### src/rtl/rps_stream_pkg.sv
// -----------------------------------------------------------------------------
// rps_stream_pkg
//   Shared definitions for the valid/ready stream blocks.
//
//   STREAM_DATA_W : default stream payload width
//   gen_state_t   : frame generator FSM states
//   stream_beat_t : one stream beat {last, data}, used wherever a beat is
//                   carried as a single value (queues, skid buffers, models)
// -----------------------------------------------------------------------------
package rps_stream_pkg;

    localparam int STREAM_DATA_W = 512;

    typedef enum logic [1:0] {
        IDLE = 2'd0,
        SEND = 2'd1,
        GAP  = 2'd2,
        DONE = 2'd3
    } gen_state_t;

    typedef struct packed {
        logic                     last;
        logic [STREAM_DATA_W-1:0] data;
    } stream_beat_t;

endpackage

### src/rtl/stream_frame_gen.sv
// -----------------------------------------------------------------------------
// stream_frame_gen
//   Configurable frame-stream transmitter. A run sends cfg_frames frames of
//   cfg_beats beats each; every beat of frame n carries n (zero-extended) and
//   the final beat of each frame carries last. cfg_gap idle cycles follow
//   each frame's last beat (except the final frame).
//
// Ports
//   clock             in   rising-edge clock
//   reset             in   asynchronous, active-high reset
//   start             in   one-cycle pulse; latches cfg_* and begins a run (IDLE only)
//   cfg_beats         in   beats per frame (0 is treated as 1)
//   cfg_frames        in   frames per run (0 = empty run, done only)
//   cfg_gap           in   idle cycles after each non-final frame
//   io_out_valid      out  beat valid
//   io_out_ready      in   downstream ready
//   io_out_bits_last  out  final beat of a frame
//   io_out_bits_data  out  zero-extended frame index
//   busy              out  run in progress
//   done              out  one-cycle pulse when a run completes
//   frames_sent       out  frames completed in the current or last run
//
// All outputs come straight from registers; valid never looks at ready.
// -----------------------------------------------------------------------------
module stream_frame_gen
    import rps_stream_pkg::*;
#(
    parameter int DATA_W   = STREAM_DATA_W,
    parameter int BEATS_W  = 16,
    parameter int FRAMES_W = 32,
    parameter int GAP_W    = 8
) (
    input  logic                clock,
    input  logic                reset,
    input  logic                start,
    input  logic [BEATS_W-1:0]  cfg_beats,
    input  logic [FRAMES_W-1:0] cfg_frames,
    input  logic [GAP_W-1:0]    cfg_gap,
    output logic                io_out_valid,
    input  logic                io_out_ready,
    output logic                io_out_bits_last,
    output logic [DATA_W-1:0]   io_out_bits_data,
    output logic                busy,
    output logic                done,
    output logic [FRAMES_W-1:0] frames_sent
);

    // -------------------------------------------------------------------------
    // State and run configuration
    // -------------------------------------------------------------------------
    gen_state_t          state_q;
    logic [BEATS_W-1:0]  beats_q;      // effective beats per frame (never 0)
    logic [FRAMES_W-1:0] frames_q;
    logic [GAP_W-1:0]    gap_q;
    logic [BEATS_W-1:0]  beat_idx_q;
    logic [FRAMES_W-1:0] frame_idx_q;  // also the completed-frame count
    logic [GAP_W-1:0]    gap_cnt_q;
    logic                valid_q;
    logic                last_q;
    logic                busy_q;
    logic                done_q;

    // -------------------------------------------------------------------------
    // Next-value helpers
    // -------------------------------------------------------------------------
    logic [BEATS_W-1:0]  cfg_beats_d;
    logic [BEATS_W-1:0]  beat_idx_d;
    logic [FRAMES_W-1:0] frame_idx_d;
    logic                hs_d;
    logic                final_frame_d;
    logic                gap_over_d;

    assign cfg_beats_d   = (cfg_beats == '0) ? BEATS_W'(1) : cfg_beats;
    assign beat_idx_d    = beat_idx_q + BEATS_W'(1);
    assign frame_idx_d   = frame_idx_q + FRAMES_W'(1);
    assign hs_d          = valid_q && io_out_ready;
    assign final_frame_d = (frame_idx_d == frames_q);
    assign gap_over_d    = (gap_cnt_q == gap_q - GAP_W'(1));

    // -------------------------------------------------------------------------
    // FSM and counters
    // -------------------------------------------------------------------------
    // NOTE: every register here is assigned with <= so that all of them see
    // the pre-edge values of each other, regardless of statement order.
    always_ff @(posedge clock or posedge reset) begin
        if (reset) begin
            state_q     <= IDLE;
            beats_q     <= BEATS_W'(1);
            frames_q    <= '0;
            gap_q       <= '0;
            beat_idx_q  <= '0;
            frame_idx_q <= '0;
            gap_cnt_q   <= '0;
            valid_q     <= 1'b0;
            last_q      <= 1'b0;
            busy_q      <= 1'b0;
            done_q      <= 1'b0;
        end else begin
            case (state_q)
                IDLE: begin
                    done_q <= 1'b0;
                    if (start) begin
                        beats_q     <= cfg_beats_d;
                        frames_q    <= cfg_frames;
                        gap_q       <= cfg_gap;
                        beat_idx_q  <= '0;
                        frame_idx_q <= '0;
                        gap_cnt_q   <= '0;
                        busy_q      <= 1'b1;
                        if (cfg_frames != '0) begin
                            state_q <= SEND;
                            valid_q <= 1'b1;
                            last_q  <= (cfg_beats_d == BEATS_W'(1));
                        end else begin
                            // Empty run: busy and done share the single DONE cycle.
                            state_q <= DONE;
                            done_q  <= 1'b1;
                        end
                    end
                end

                SEND: begin
                    // valid, data and last only move on a handshake, which
                    // keeps the beat stable while ready is low.
                    if (hs_d) begin
                        if (last_q) begin
                            beat_idx_q  <= '0;
                            frame_idx_q <= frame_idx_d;
                            if (final_frame_d) begin
                                state_q <= DONE;
                                valid_q <= 1'b0;
                                last_q  <= 1'b0;
                                busy_q  <= 1'b0;
                                done_q  <= 1'b1;
                            end else if (gap_q != '0) begin
                                state_q   <= GAP;
                                valid_q   <= 1'b0;
                                last_q    <= 1'b0;
                                gap_cnt_q <= '0;
                            end else begin
                                // Back-to-back frame: first beat of the next
                                // frame is presented with no bubble.
                                last_q <= (beats_q == BEATS_W'(1));
                            end
                        end else begin
                            beat_idx_q <= beat_idx_d;
                            last_q     <= (beat_idx_d == beats_q - BEATS_W'(1));
                        end
                    end
                end

                GAP: begin
                    // GAP is entered with valid already low, so leaving on the
                    // gap_q-th cycle yields exactly gap_q idle cycles.
                    if (gap_over_d) begin
                        state_q <= SEND;
                        valid_q <= 1'b1;
                        last_q  <= (beats_q == BEATS_W'(1));
                    end else begin
                        gap_cnt_q <= gap_cnt_q + GAP_W'(1);
                    end
                end

                DONE: begin
                    state_q <= IDLE;
                    done_q  <= 1'b0;
                    busy_q  <= 1'b0;
                end

                default: begin
                    state_q <= IDLE;
                    valid_q <= 1'b0;
                    last_q  <= 1'b0;
                    busy_q  <= 1'b0;
                    done_q  <= 1'b0;
                end
            endcase
        end
    end

    // -------------------------------------------------------------------------
    // Outputs (all direct register taps)
    // -------------------------------------------------------------------------
    assign io_out_valid     = valid_q;
    assign io_out_bits_last = last_q;
    assign io_out_bits_data = DATA_W'(frame_idx_q);
    assign busy             = busy_q;
    assign done             = done_q;
    assign frames_sent      = frame_idx_q;

endmodule

### config.mk
export PLATFORM = sky130hd
export DESIGN_NAME = stream_frame_gen
export DESIGN_NICKNAME = d
export VERILOG_FILES = /design/src/rtl/rps_stream_pkg.sv /design/src/rtl/stream_frame_gen.sv
export SDC_FILE = /design/constraint.sdc
export NUM_CORES = 1
export LEC_CHECK = 0
export ABC_AREA = 1
export BUFFER_PORTS_ARGS = -buffer_cell sky130_fd_sc_hd__clkbuf_2
export CAP_MARGIN = 25
export CELL_PAD_IN_SITES_DETAIL_PLACEMENT = 0
export CELL_PAD_IN_SITES_GLOBAL_PLACEMENT = 1
export CORE_AREA = 2 2 233 235
export DETAILED_ROUTE_END_ITERATION = 16
export DIE_AREA = 0 0 235 237
export GPL_ROUTABILITY_DRIVEN = 0
export GPL_TIMING_DRIVEN = 0
export PLACE_DENSITY_LB_ADDON = 0.1
export RECOVER_POWER = 100
export REMOVE_ABC_BUFFERS = 1
export SKIP_LAST_GASP = 1
export SLEW_MARGIN = 0
export SYNTH_ARGS = -nofsm -noshare
export SYNTH_HDL_FRONTEND = slang
export SYNTH_SLANG_ARGS = --single-unit
### constraint.sdc
create_clock -name clock -period 4.2 [get_ports clock]
set_input_delay 0.21 -clock clock [delete_from_list [all_inputs] [get_ports clock]]
set_output_delay 0.21 -clock clock [all_outputs]
set_load 0.02 [all_outputs]
# Word level (Yosys, flattened, before mapping)
# Cells that the tools add are included.
# totals
regBits,118
output_inout_bits,548
# classes
add_sub_neg,5
eq_ne,18
mux,51
reduce_logical,17
# ops
operator,count
$mux W32,3
$mux W16,4
$pmux W32 S2,1
$mux W8,6
$add A32 B1 Y32 const B,1
$eq A16 B1 Y1 const B,2
$eq A32 B32 Y1,1
$pmux W16 S2,1
$reduce_bool A32 Y1,1
$pmux W8 S3,1
$mux W1,23
$ne A2 B2 Y1 const B,9
$add A16 B1 Y16 const B,1
$eq A16 B16 Y1,1
$logic_not A16 Y1,1
$sub A16 B1 Y16 const B,1
$reduce_and A5 Y1,3
$mux W2,7
$reduce_and A7 Y1,2
$pmux W1 S3,4
$add A8 B1 Y8 const B,1
$eq A8 B8 Y1,1
$pmux W2 S4,1
$reduce_and A4 Y1,2
other kinds (11),13

# Logic depth before layout (Yosys ltp)
# Gate-level depths: netlist of run 1.
# depth
word_depth,6
mapped_depth,20
mapped_depth_nobuf,20

# Worst setup path after synthesis of run 1
# OpenSTA, ideal clock, no wires.
# synth_path
kind,register to register
startpoint,"register frame_idx_q[0], in the netlist frames_sent[0]"
endpoint,"register busy_q, in the netlist busy"
arrival_time_ns,2.279
t_required_ns,4.079
path_slack_ns,1.800
stages_incl_launch_ff,19
path_buffers,0
path_cell_list,dfrtp_1 > ha_1 > nand2_2 > nor2_4 > nand2_2 > nor2_4 > nand2_1 > nand2_1 > nand2_1 > nand2_1 > nand2_1 > nor2_1 > nand2_1 > nor2_2 > nand3_2 > a21oi_2 > o21ai_1 > nand2_1 > o21ai_1
# synth_via
elab_chain_len,4
# synth_rtl
element,line,source
"start, declared",stream_frame_gen.sv:56,logic [FRAMES_W-1:0] frame_idx_q;
"start signal, assigned",stream_frame_gen.sv:128,frame_idx_q <= frame_idx_d;
$add A32 B1 Y32,stream_frame_gen.sv:75,assign frame_idx_d = frame_idx_q + FRAMES_W'(1);
$eq A32 B32 Y1,stream_frame_gen.sv:77,assign final_frame_d = (frame_idx_d == frames_q);
$ne A2 B2 Y1 (no source line),-,
$reduce_and A5 Y1 (no source line),-,
"end signal, assigned",stream_frame_gen.sv:96,busy_q <= 1'b0;
"end signal, assigned",stream_frame_gen.sv:109,busy_q <= 1'b1;
"end signal, assigned",stream_frame_gen.sv:133,busy_q <= 1'b0;
"end, declared",stream_frame_gen.sv:60,logic busy_q;
# Every way passes these cells.
# A chain may end at the register's enable or synchronous reset.

# Final worst setup path of run 1
# layout_path
startpoint,register state_q[1]
endpoint,"register frame_idx_q[20], in the netlist frames_sent[20]"
# layout_via
elab_chain_len,3
# layout_rtl
element,line,source
"start, declared",stream_frame_gen.sv:51,gen_state_t state_q;
"start signal, assigned",stream_frame_gen.sv:87,state_q <= IDLE;
"start signal, assigned",stream_frame_gen.sv:111,state_q <= SEND;
"start signal, assigned",stream_frame_gen.sv:116,state_q <= DONE;
$eq A2 B1 Y1 or $logic_not A2 Y1 (tied branches),stream_frame_gen.sv:99,case (state_q)
$ne A2 B2 Y1 (no source line) or $reduce_bool A2 Y1 (tied branches),-,
$reduce_and A4 Y1 (no source line),-,
# Several ways; a longest one is shown, not always the timed one.

==> run_results.csv, run 1 <==
group,metric,value,unit
status,status,"finished with violations",
status,violations,"capacitance limit, slew limit",
sta,tightestPinTransition,2.51,ns
final_layout,stdcell_count,2450,
pwr,ir_drop,0.000273,V
pwr,leakage,0.00642,uW
job,max_cap_violations,1,
route,antenna_left,0,
global_route,grt_pass1_vias,7851,
logic_synthesis,synth_compound_area_share,5.30,%
sta,maxSlewHeadroom,-67.1,%
setup_path,path_max_fanout,17,
pwr,internal_power,2170,uW
global_route,grt_max_degree,75,
logic_synthesis,synth_adder_area_share,1.31,%
pwr,p_sw,1260,uW
hold_path,min_to,"beats_q[4]$_DFFE_PP0P_",
clocking,path_clk_slew,0.06,ns
setup_path,ff2ff_setup_slack,0.41,ns
logic_synthesis,yosysSeqAreaShare,25.8,%
placement,port_buffers,127,
floorplanning,die_area,55700,um2
pwr,swShare,36.7,%
clocking,cts_htree_levels,4,
route,top_layer_used,"met4",
route,drc,0,
floorplanning,io_pins,608,
final_layout,fin_nets,1815,
final_layout,postLayoutCoreUtil,22.3,%
setup_path,path_class,"reg2reg",
logic_synthesis,yosysWarningCount,0,
floorplanning,die_height,237,um
setup_path,arrival,4.12,ns
setup_path,r2r_start,"state_q[1]$_DFFE_PP0P_",
route,routed-wl-met2,15400,um
final_layout,drive_above_1_share,6.61,%
logic_synthesis,synthCells,1591,
setup_path,cp-end-kind,"flip-flop",
sta,fin_skew,0.0154,ns
pwr,pwr-share-seq,36.0,%
setup_path,reg2reg_depth,10,
sta,finalHoldViolations,0,
clocking,cts_buffers,17,
logic_synthesis,synthArstFlopShare,100,%
sta,rsz0062_at_grt,"no",
route,wl_per_cell,13.3,um
hold_path,worstHoldPathCells,3,
final_layout,area_delta_synth_final,3.44,%
logic_synthesis,synth_cell_types,40,
pwr,power_frac_comb,23.2,%
placement,pre_cts_slack,0.284,ns
sta,fmax,264,MHz
placement,dp_hpwl,25200,um
hold_path,min_path_type,"in2reg",
logic_synthesis,synth_seq_cells,118,
global_route,grt_usage,11.4,%
floorplanning,start_util,21.5,%
logic_synthesis,synth_edf_count,0,
route,wl_met1,14900,um
pwr,p_per_area,288,nW/um2
logic_synthesis,yosysTopAreaCell,"buf_4",
final_layout,diodes,0,
setup_path,cp.required,4.53,ns
logic_synthesis,synth-simple-area-share,24.0,%
clocking,cts_hold_buf,55,
route,via_per_inst,3.53,
clocking,cts_sinks,118,
clocking,insertion_delay,0.48,ns
clocking,post_cts_buffers,0,
logic_synthesis,synthFlopType,"dfrtp_1",
floorplanning,die_x,235,um
logic_synthesis,synth_top_family_by_area,"buffers and inverters",
floorplanning,core_area,53300,um2
logic_synthesis,synth_area,11500,um2
sta,fin_crit,3.79,ns
clocking,clockBufferDepth,2,
setup_path,r2r-end,"frames_sent[20]$_DFFE_PP0P_",
sta,worst_slack,0.406,ns
global_route,grt_overflow_total,0,
sta,setup_violations,0,
route,wl_met3,1710,um
global_route,grt_pass1_wl,47200,um
logic_synthesis,synthTopCellsByArea,"buf_4 34%, dfrtp_1 26%, nand2_1 13%, inv_1 3.9%, nor2_1 3.3%",
clocking,clockRootBuffer,"clkbuf_16",
floorplanning,row_count,85,
setup_path,start_kind,"flip-flop",
placement,dp.cells,2365,
route,dr_total_vias,8646,
logic_synthesis,synthMuxAreaShare,0,%
logic_synthesis,synth_top_area_share,33.5,%
pwr,clkPwrFrac,40.9,%
global_route,antenna_found_initial,1,
sta,drv_slew,57,
logic_synthesis,syn_avg_cell_area,7.21,um2
sta,period_share,90.3,%
logic_synthesis,synth_xor_area_share,5.40,%
setup_path,cp-startpoint,"state_q[1]$_DFFE_PP0P_",
route,drtPass1Iterations,5,
route,first_iter_violations,364,
clocking,cts_tree,"yes",
hold_path,hp-start,"cfg_beats[4]",
clocking,cts_resized,0,
pwr,power.total,3420,uW
route,routed_wl,32500,um
-- power by group through the flow --
stage	Sequential, uW	Clock (uW)	Combinational (uW)
after floorplan	1250	0	611
after global placement	1250	0	752
after detailed placement	1250	0	755
after CTS	1230	1460	798
after global routing	1240	1510	875
final	1230	1400	793
-- sequential cells by signal (all words and copies together) (netlist names) --
signal / flops
beat_idx_q: 16
beats_q: 16
busy: 1
done: 1
frames_q: 32
frames_sent: 32
gap_cnt_q: 8
gap_q: 8
io_out_bits_last: 1
io_out_valid: 1
state_q: 2
-- Yosys cell counts (2+ instances only) --
cell type	n
nor3_1	7
o21ai_1	8
dfrtp_1	117
a21oi_1	5
inv_1	118
nand2_4	2
nand4_1	11
nand3_2	3
clkbuf_1	17
nor2_2	7
ha_1	12
nand2_2	5
nand3_1	67
nor2_4	4
o21ai_0	51
xor2_1	42
xnor2_1	21
o22ai_1	30
buf_4	512
and2_1	2
a21oi_2	2
xnor3_1	3
inv_2	2
nor4_1	17
nand2_1	389
nor2_8	2
buf_2	2
o31ai_1	5
nor2_1	102
a31oi_1	2
nand3b_1	15
-- how the worst max path moves through the flow --
stage / cells after the start / end
after floorplan: 1 / beat_idx_q[0]$_DFFE_PP0P_
after global placement: 2 / frames_q[3]$_DFFE_PP0P_
after detailed placement: 10 / frames_sent[20]$_DFFE_PP0P_
after CTS: 10 / frames_sent[20]$_DFFE_PP0P_
after global routing: 16 / busy$_DFFE_PP0P_
final: 10 / frames_sent[20]$_DFFE_PP0P_
-- stage by stage --
stage          cell area [um2]  setup TNS (ns)  hold WS [ns]
6_report                 11900               0        0.0313
5_1_grt                  11900               0       0.00830
4_1_cts                  12000               0       0.00133
3_5_place_dp             10900               0         0.339
3_3_place_gp             10800         -264.41         0.413
2_1_floorplan             9340               0         0.320
-- per-layer routing --
metal,vias to the layer above,GRT usage [%]
met3,28,3.28
met5,-,0
met1,4006,14.7
met2,314,18.3
met4,0,3.41
li1,4298,-
-- cell families (layout without fill, tap and decap cells) --
logic type | Yosys count | in the layout
compound gates | 106 | 106
simple gates | 636 | 636
other cells | 1 | 480
fa+ha+maj | 12 | 12
buf+inv | 652 | 336
xor+xnor | 66 | 66
flops | 118 | 118
-- layout by cell type, fill, tap and decap left out, types with 2 or more instances in the layout --
| master | count |
|---|---|
| clkbuf_2 | 60 |
| clkbuf_16 | 17 |
| nand3_1 | 68 |
| conb_1 | 480 |
| inv_1 | 117 |
| inv_2 | 3 |
| nand2_4 | 2 |
| clkbuf_1 | 72 |
| nand4_1 | 11 |
| a21oi_1 | 6 |
| a31oi_1 | 2 |
| nand2_1 | 389 |
| o31ai_1 | 5 |
| nor2_1 | 104 |
| o22ai_1 | 30 |
| nor3_1 | 7 |
| clkbuf_8 | 5 |
| nor4_1 | 17 |
| o21ai_0 | 53 |
| ha_1 | 12 |
| and2_1 | 2 |
| nand2_2 | 5 |
| dlygate4sd3_1 | 55 |
| o21ai_1 | 6 |
| nor2_4 | 3 |
| xnor2_1 | 21 |
| nor2_8 | 2 |
| nand3_2 | 2 |
| nor2_2 | 6 |
| clkinv_2 | 4 |
| xor2_1 | 42 |
| dfrtp_1 | 117 |
| nand3b_1 | 15 |
| xnor3_1 | 3 |
| buf_8 | 2 |
-- layout make-up --
class,instances,area (um2)
multi-input combinational,1300,5910
clock buffer,26,509
inverter,120,450
timing repair buffer,186,1140
tap,696,871
fill,5997,41400
clock inverter,4,20.0
sequential,118,2950
-- critical path, stage by stage (launching register included) --
cell,delay [ns]
dfrtp_1,0.40
inv_1,0.10
ha_1,0.29
inv_1,0.25
a21oi_1,0.10
or2_1,0.29
a21oi_2,0.66
nand2_1,0.40
inv_1,0.78
buf_8,0.25
o22ai_1,0.09
(Power assumes the default switching activity.)
==> run 2: changes to the inputs <==
--- a/config.mk
+++ b/config.mk
@@ -10,9 +10,10 @@
 export CAP_MARGIN = 25
 export CELL_PAD_IN_SITES_DETAIL_PLACEMENT = 0
 export CELL_PAD_IN_SITES_GLOBAL_PLACEMENT = 1
-export CORE_AREA = 2 2 233 235
+export CORE_AREA = 2 2 236 238
+export CTS_BUF_LIST = sky130_fd_sc_hd__clkbuf_4
 export DETAILED_ROUTE_END_ITERATION = 16
-export DIE_AREA = 0 0 235 237
+export DIE_AREA = 0 0 238 240
 export GPL_ROUTABILITY_DRIVEN = 0
 export GPL_TIMING_DRIVEN = 0
 export PLACE_DENSITY_LB_ADDON = 0.1
==> run 2 against run 1 <==
Effect of this change:
- the flow still finishes with violations (capacitance limit, slew limit)
- via count hardly changed
- core utilization is 0.88 points lower
- register-to-register slack better by 0.05 ns
- global-route usage is 0.095 points lower
- critical path type unchanged
- fmax is 1.2% higher
==> run_results.csv, run 2 (synthesis results as in run 1) <==
group,metric,value,unit
status,status,"finished with violations",
status,violations,"capacitance limit, slew limit",
route,dr_total_vias,8647,
hold_path,worstHoldPathCells,6,
global_route,grt_pass1_vias,7726,
placement,port_buffers,127,
global_route,antenna_found_initial,2,
route,drc,0,
final_layout,postLayoutCoreUtil,21.4,%
sta,tns,0,ns
setup_path,start_kind,"flip-flop",
setup_path,path_class,"reg2reg",
clocking,path_clk_slew,0.12,ns
clocking,cts_htree_levels,4,
sta,tightestPinTransition,1.89,ns
clocking,clockRootBuffer,"clkbuf_4",
pwr,p_per_area,249,nW/um2
clocking,cts_buffers,17,
floorplanning,io_pins,608,
global_route,grt_max_degree,82,
pwr,leakage,0.00631,uW
hold_path,hp-start,"io_out_ready",
hold_path,min_to,"done$_DFFE_PP0P_",
hold_path,min_path_type,"in2reg",
setup_path,r2r_start,"state_q[1]$_DFFE_PP0P_",
final_layout,layout_commonest_cell,"conb_1",
sta,fin_crit,3.75,ns
final_layout,drive_above_1_share,6.59,%
setup_path,critical_path.cell_chain,"inv_1, ha_1, inv_1, a21oi_1, or2_1, a21oi_2, nand2_1, nor2_2, buf_8, inv_2, o21ai_0",
setup_path,ff2ff_setup_slack,0.45,ns
clocking,insertion_delay,0.71,ns
floorplanning,die_height,240,um
setup_path,cp_slowest_cell,"a21oi_2",
sta,period_share,89.2,%
clocking,cts_tree,"yes",
placement,dp.cells,2374,
sta,drv_slew,71,
placement,dp_hpwl,25600,um
floorplanning,row_count,86,
final_layout,area_delta_synth_final,1.90,%
floorplanning,start_util,21.0,%
route,routed_wl,32800,um
clocking,cts_sinks,118,
global_route,grt_overflow_total,0,
setup_path,cp.required,4.82,ns
sta,setup_violations,0,
setup_path,cp-end-kind,"flip-flop",
final_layout,stdcell_count,2468,
route,antenna_left,0,
job,max_cap_violations,2,
setup_path,critPathMostFrequentCell,"inv_1",
sta,fin_skew,0.0298,ns
route,drtPass1Iterations,5,
placement,placed_cell_area,11000,um2
sta,rsz0062_at_grt,"no",
sta,fmax,267,MHz
floorplanning,core_area,54700,um2
route,first_iter_violations,386,
route,wl_per_cell,13.3,um
floorplanning,die_area,57100,um2
setup_path,r2r-end,"frames_sent[10]$_DFFE_PP0P_",
final_layout,final_cell_mix,"480 x conb_1, 389 x nand2_1, 117 x dfrtp_1",
sta,maxSlewHeadroom,-26.6,%
route,via_per_inst,3.50,
setup_path,critPathMaxStageDelay,0.69,ns
global_route,grt_pass1_wl,47500,um
setup_path,arrival,4.37,ns
global_route,grt_usage,11.3,%
floorplanning,die_x,238,um
final_layout,fin_nets,1820,
final_layout,final_cell_area,11700,um2
clocking,clockBufferDepth,2,
pwr,ir_drop,0.000173,V
clocking,post_cts_buffers,0,
setup_path,reg2reg_depth,11,
setup_path,path_max_fanout,19,
sta,finalHoldViolations,0,
==> run 2: cell count changes in the layout (fill, tap and decap cells not counted), moves of 3 or more <==
cell,delta
diode_2,+4
dlygate4sd3_1,+4
clkbuf_1,-3
clkbuf_4,+19
clkinv_1,+6
clkinv_2,-3
clkbuf_8,-5
clkbuf_16,-17
==> run 2: where the power goes <==
| part | switching (uW) | internal [uW] | leakage, uW |
|---|---|---|---|
| Clock | 533 | 351 | 0.000137 |
| Combinational | 635 | 167 | 0.00483 |
| Sequential | 45.2 | 1180 | 0.00134 |
==> run 2: layer usage <==
metal	up-vias	global-route usage, %	part of all wire [%]
li1	4314	-	-
met1	3990	14.8	46
met2	319	18.3	48
met3	24	2.07	4.3
met4	0	4.47	1.9
met5	-	0	0
==> run 2: cell type report <==
cell class              count  area [um2]
multi-input cells        1300        5910
well taps                 704         881
fillers                  6261       43000
repair buffers            191        1220
clock buffers              19         143
diodes                      4        10.0
inverters                 120         453
clock inverters            12         113
flip-flops and latches    118        2950
==> run 2: timing repair <==
action                    in CTS  in global routing
hold buffers                  59                  0
gates resized for setup        0                  0
hold endpoints to repair     177                  0
==> run 2: worst max-delay path by stage <==
stage / from / to / slack (ns) / cells after the start
2_1_floorplan: reset / beat_idx_q[0]$_DFFE_PP0P_ / 0.86 / 1
3_3_place_gp: reset / frames_q[4]$_DFFE_PP0P_ / -1.61 / 2
3_5_place_dp: state_q[1]$_DFFE_PP0P_ / frames_sent[12]$_DFFE_PP0P_ / 0.33 / 11
4_1_cts: state_q[1]$_DFFE_PP0P_ / frames_sent[10]$_DFFE_PP0P_ / 0.30 / 11
5_1_grt: state_q[1]$_DFFE_PP0P_ / frames_sent[12]$_DFFE_PP0P_ / 0.05 / 11
6_report: state_q[1]$_DFFE_PP0P_ / frames_sent[10]$_DFFE_PP0P_ / 0.45 / 11
==> run 2: worst max-delay path, delay by kind of cell (launching register included) <==
kind / cells / cell delay [ns]
buf+inv: 4 / 0.79
flops: 1 / 0.42
simple gates: 3 / 1.16
compound gates: 3 / 1.00
fa+ha+maj: 1 / 0.28
==> run 2: stage by stage <==
| stage | hold WS, ns | total power (uW) | worst slack, ns |
|---|---|---|---|
| 4_1_cts | 0.0251 | 2980 | 0.302 |
| 3_5_place_dp | 0.258 | 2010 | 0.332 |
| 2_1_floorplan | 0.320 | 1860 | 0.863 |
| 6_report | 0.135 | 2910 | 0.452 |
| 5_1_grt | 0.149 | 3110 | 0.0538 |
| 3_3_place_gp | 0.413 | 2000 | -1.61 |
